==> src/rtl/approx_err_stats.sv <==
// approx_err_stats: accumulates error metrics of an approximate adder over a run of samples
module approx_err_stats #(
    parameter int N       = 8,
    parameter int CNT_W   = 16,
    parameter int SAMPLES = 256
) (
    input  logic                 clk,
    input  logic                 rst_n,
    input  logic                 start,
    input  logic                 in_valid,
    output logic                 in_ready,
    input  logic [N-1:0]         a,
    input  logic [N-1:0]         b,
    input  logic [N-1:0]         sum,
    input  logic                 fn,
    output logic                 busy,
    output logic                 done,
    output logic [CNT_W-1:0]     sample_cnt,
    output logic [CNT_W-1:0]     err_cnt,
    output logic [CNT_W-1:0]     over_cnt,
    output logic [N+CNT_W:0]     ed_sum,
    output logic [N:0]           ed_max
);
    localparam logic [1:0] IDLE = 2'd0, RUN = 2'd1, FIN = 2'd2;
    logic [1:0] state;
    logic [N:0] exact, approx, ed;
    logic       over, accept;
    always_comb begin
        exact  = {1'b0, a} + {1'b0, b};
        approx = {fn, sum};
        over   = approx > exact;
        ed     = over ? approx - exact : exact - approx;
        accept = in_valid && state == RUN && !start;
    end
    assign in_ready = state == RUN;
    assign busy     = state == RUN;
    assign done     = state == FIN;
    always_ff @(posedge clk) begin
        if (!rst_n) begin
            state      <= IDLE;
            sample_cnt <= '0;
            err_cnt    <= '0;
            over_cnt   <= '0;
            ed_sum     <= '0;
            ed_max     <= '0;
        end else if (start) begin
            state      <= RUN;
            sample_cnt <= '0;
            err_cnt    <= '0;
            over_cnt   <= '0;
            ed_sum     <= '0;
            ed_max     <= '0;
        end else if (accept) begin
            sample_cnt <= sample_cnt + 1'b1;
            err_cnt    <= err_cnt + {{(CNT_W-1){1'b0}}, ed != '0};
            over_cnt   <= over_cnt + {{(CNT_W-1){1'b0}}, over};
            ed_sum     <= ed_sum + {{CNT_W{1'b0}}, ed};
            ed_max     <= ed > ed_max ? ed : ed_max;
            if (sample_cnt == CNT_W'(SAMPLES - 1)) state <= FIN;
        end
    end
endmodule
==> config.mk <==
export PLATFORM = sky130hd
export DESIGN_NAME = approx_err_stats
export DESIGN_NICKNAME = d
export VERILOG_FILES = /design/src/rtl/approx_err_stats.sv
export SDC_FILE = /design/constraint.sdc
export NUM_CORES = 1
export LEC_CHECK = 0
export ABC_AREA = 1
export ABC_CLOCK_PERIOD_IN_PS = 6400
export BUFFER_PORTS_ARGS = -buffer_cell sky130_fd_sc_hd__buf_2
export CAP_MARGIN = 20
export CORE_UTILIZATION = 56
export CTS_CLUSTER_DIAMETER = 30
export CTS_CLUSTER_SIZE = 20
export DETAILED_ROUTE_END_ITERATION = 10
export PLACE_DENSITY = 0.79
export SKIP_LAST_GASP = 1
export SLEW_MARGIN = 15
export SYNTH_ARGS = -nofsm -noshare
export SYNTH_HDL_FRONTEND = slang
export SYNTH_SLANG_ARGS = --single-unit
==> constraint.sdc <==
create_clock -name clk -period 6.4 [get_ports clk]
set_clock_uncertainty 0.15 [all_clocks]
set_input_delay 1.28 -clock clk [delete_from_list [all_inputs] [get_ports clk]]
set_output_delay 1.28 -clock clk [all_outputs]
set_load 0.05 [all_outputs]
==> results.ini <==
[sta]
timing_hold_violations_final = 0
final-setup-viol-count = 0
post_route_setup_tns_ns = 0
layout_worst_path_cycle_share = 0.906
grt_setup_unrepaired = false
final-max-slew-violation-count = 0
timing.slew.headroom = 0.406
tightest_slew_ns = 0.890
finalWorstPathRequiredPeriod_ns = 5.80
clock.fmax_mhz = 172

[flow_run]
max_cap_violations = 0

[clock_tree]
number_of_cts_inserted_buffers = 9
tritoncts = yes
cts_max_level = 3
max-clock-path-buffers = 2
cts_post_setup_buffers_inserted = 0
worst_setup_hold_path_clk_slew_ns = 0.10
clock-sinks = 84
post_cts_hold_buffer_count = 0
worstSkewPairLatency_ns = 0.36
cts.root.buffer_cell = sky130_fd_sc_hd__clkbuf_8

[placement]
gp_congestion = 0.948
port-buffer-count = 113
dp_hpwl_um = 10400
placed_cells_incl_taps = 1074
place_area_mm2 = 0.00644

[synth]
synthesis.instances = 842
synth.cell_area_mm2 = 0.00577
synth_edf_count = 0
ys_ff_latch = 84
synth_area_per_cell_um2 = 6.86
ys_dominant_reg_cell = sky130_fd_sc_hd__dfxtp_1
synth_warnings = 0
proportion_of_synthesized_flip_flops_having_asynchronous_set_or_reset = 0
ys_seq_area_frac = 0.291
mappedNetlistNets = 923
yosys.cell_types.count = 47

[layout]
final_area_mm2 = 0.00667
post_route_cells_drive_above_1_share = 0.182
final_cells = 1090
nets = 1033
layout_common_cells = sky130_fd_sc_hd__inv_1 (150), sky130_fd_sc_hd__nand2_1 (132), sky130_fd_sc_hd__buf_2 (113), sky130_fd_sc_hd__dfxtp_1 (84), sky130_fd_sc_hd__a21oi_1 (81)
area_delta_synth_final_pct = 15.5
n_antenna_cell = 0
post_layout_utilization_of_the_core = 0.676
layout.cells.most_common = sky130_fd_sc_hd__inv_1

[grt]
antenna_found_initial = 0
first_global_vias = 5228
grt.overflow.total = 0
grt_first_pass_wirelength_um = 23000
grt_max_degree = 37
grt_usage = 0.256

[detailed_routing]
post_detailed_route_wirelength_per_cell_um = 12.4
detailroute.via_count = 5697
route.antenna.remaining_nets = 0
detailedRoute.firstIterationViolations = 271
dr.pass1.iters = 5
detailed_route_wire_length_um = 13500
post_drt_via_cell_ratio = 5.23
drc_errors = 0

[floorplanning]
initial_utilization = 0.585
design.portCount = 114
core_area_mm2 = 0.00986
die_height_um = 104
fp.dieArea_mm2 = 0.0107
die_x_um = 104
num_rows = 36

[pwr]
power.share.sequential = 0.339
power_share_of_the_combinational_group = 0.379
cellPowerDensity_mw_per_mm2 = 235
sw_frac_of_total = 0.387
post-layout-total-power_mw = 1.57
p_int_uw = 961
total_leakage_power_nw = 3.10
p_sw_uw = 607
vdd_drop_max_mv = 0.128
power.clock.fraction = 0.283

[critical_path]
worst_ep_required_time_ns = 6.51
worst_path_largest_cell_delay_ns = 0.41
critical_path_capture_point_type = register
critical_path.startpoint_type = primary input
worst-endpoint-arrival_ns = 5.91
crit_path_category = primary input to register
worst-path-max-fanout = 7
cp_slowest_cell = sky130_fd_sc_hd__ha_1

[min_path]
hold_path_class = register to register

[outcome]
outcome = complete, no violations

flip-flops by register name, summed over array words and instances (netlist names):
| name | cells |
|---|---|
| sample_cnt | 16 |
| err_cnt | 16 |
| state | 2 |
| over_cnt | 16 |
| ed_sum | 25 |
| ed_max | 9 |
final timing paths:
kind,end,slack (ns),startpoint,depth (start not counted)
hold reg to reg,over_cnt[15]$_SDFFE_PP0P_,0.31,over_cnt[15]$_SDFFE_PP0P_,1
setup / recovery,err_cnt[14]$_SDFFE_PP0P_,0.60,a[0],30
setup reg to reg,sample_cnt[15]$_SDFFE_PP0P_,3.49,state[0]$_SDFFE_PN0P_,18
hold / removal,over_cnt[15]$_SDFFE_PP0P_,0.31,over_cnt[15]$_SDFFE_PP0P_,1
critical path: cells and delay by family:
kind	cells	cell delay (ns)
simple gates	11	1.32
buf+inv	7	0.68
fa+ha+maj	5	1.42
compound gates	5	0.87
xor+xnor	2	0.36
what timing repair did:
action	4_1_cts	5_1_grt
resized for setup	0	2
endpoints found under the hold margin	0	0
endpoints found under the setup margin	0	3
area by class of cell:
| type | count | area, um2 |
|---|---|---|
| Clock buffer | 9 | 124 |
| Clock inverter | 7 | 105 |
| Fill cell | 926 | 3200 |
| Inverter | 157 | 591 |
| Multi-Input combinational cell | 583 | 3410 |
| Sequential cell | 84 | 1680 |
| Tap cell | 133 | 166 |
| Timing Repair Buffer | 117 | 596 |
logic make-up after synthesis:
group	count (synthesis)	share of synthesized area
XOR/XNOR	20	0.0303
AO/OA/AOI/OAI	168	0.158
AND/OR/NAND/NOR	343	0.285
buffers and inverters	175	0.119
flip-flops	84	0.291
adder cells (fa/ha/maj)	52	0.117
metal layers:
| layer | part of all wire | wire length, um | up-vias | GRT usage |
|---|---|---|---|---|
| li1 | - | - | 2967 | - |
| met1 | 0.46 | 6220 | 2572 | 0.315 |
| met2 | 0.48 | 6410 | 136 | 0.457 |
| met3 | 0.045 | 605 | 22 | 0.0466 |
| met4 | 0.017 | 233 | 0 | 0.0704 |
| met5 | 0 | 0 | - | 0 |
power groups by stage:
| stage | Combinational [mW] | Sequential (mW) | Clock (mW) |
|---|---|---|---|
| after global routing | 0.669 | 0.531 | 0.468 |
| final | 0.594 | 0.531 | 0.443 |
| after CTS | 0.587 | 0.531 | 0.449 |
| after global placement | 0.573 | 0.543 | 0 |
| after floorplan | 0.441 | 0.557 | 0 |
| after detailed placement | 0.584 | 0.543 | 0 |
metrics by stage:
stage          setup WS, ns  hold WS, ns
2_1_floorplan         0.562        0.315
3_3_place_gp          0.272        0.292
3_5_place_dp          0.103        0.297
4_1_cts               0.465        0.309
5_1_grt             0.00413        0.328
6_report              0.600        0.309
cell usage after synthesis, types with 2 or more instances:
cell                       count  area, um2
sky130_fd_sc_hd__a21o_1        2       15.0
sky130_fd_sc_hd__a21oi_1      81        405
sky130_fd_sc_hd__a221oi_1      2       17.5
sky130_fd_sc_hd__a31oi_1       4       25.0
sky130_fd_sc_hd__buf_1         2       7.51
sky130_fd_sc_hd__buf_2         4       20.0
sky130_fd_sc_hd__buf_6         3       33.8
sky130_fd_sc_hd__clkbuf_1      8       30.0
sky130_fd_sc_hd__dfxtp_1      84       1680
sky130_fd_sc_hd__fa_1          3       60.1
sky130_fd_sc_hd__ha_1         49        613
sky130_fd_sc_hd__inv_1       150        563
sky130_fd_sc_hd__inv_2         6       22.5
sky130_fd_sc_hd__nand2_1     132        495
sky130_fd_sc_hd__nand2_2      10       62.6
sky130_fd_sc_hd__nand2_4       3       33.8
sky130_fd_sc_hd__nand3_1      46        230
sky130_fd_sc_hd__nand3_2       6       60.1
sky130_fd_sc_hd__nand3_4       3       52.6
sky130_fd_sc_hd__nand4_1      12       75.1
sky130_fd_sc_hd__nor2_1       78        293
sky130_fd_sc_hd__nor2_2        2       12.5
sky130_fd_sc_hd__nor3_1       28        140
sky130_fd_sc_hd__nor3_2        2       20.0
sky130_fd_sc_hd__nor3b_1       3       22.5
sky130_fd_sc_hd__nor4_1       12       75.1
sky130_fd_sc_hd__o21a_1        2       15.0
sky130_fd_sc_hd__o21ai_0      57        285
sky130_fd_sc_hd__o21ai_1      10       50.1
sky130_fd_sc_hd__o21bai_1      3       22.5
sky130_fd_sc_hd__xnor2_1       6       52.6
sky130_fd_sc_hd__xor2_1       14        123
Note: power is estimated with default switching activity, not from simulation.
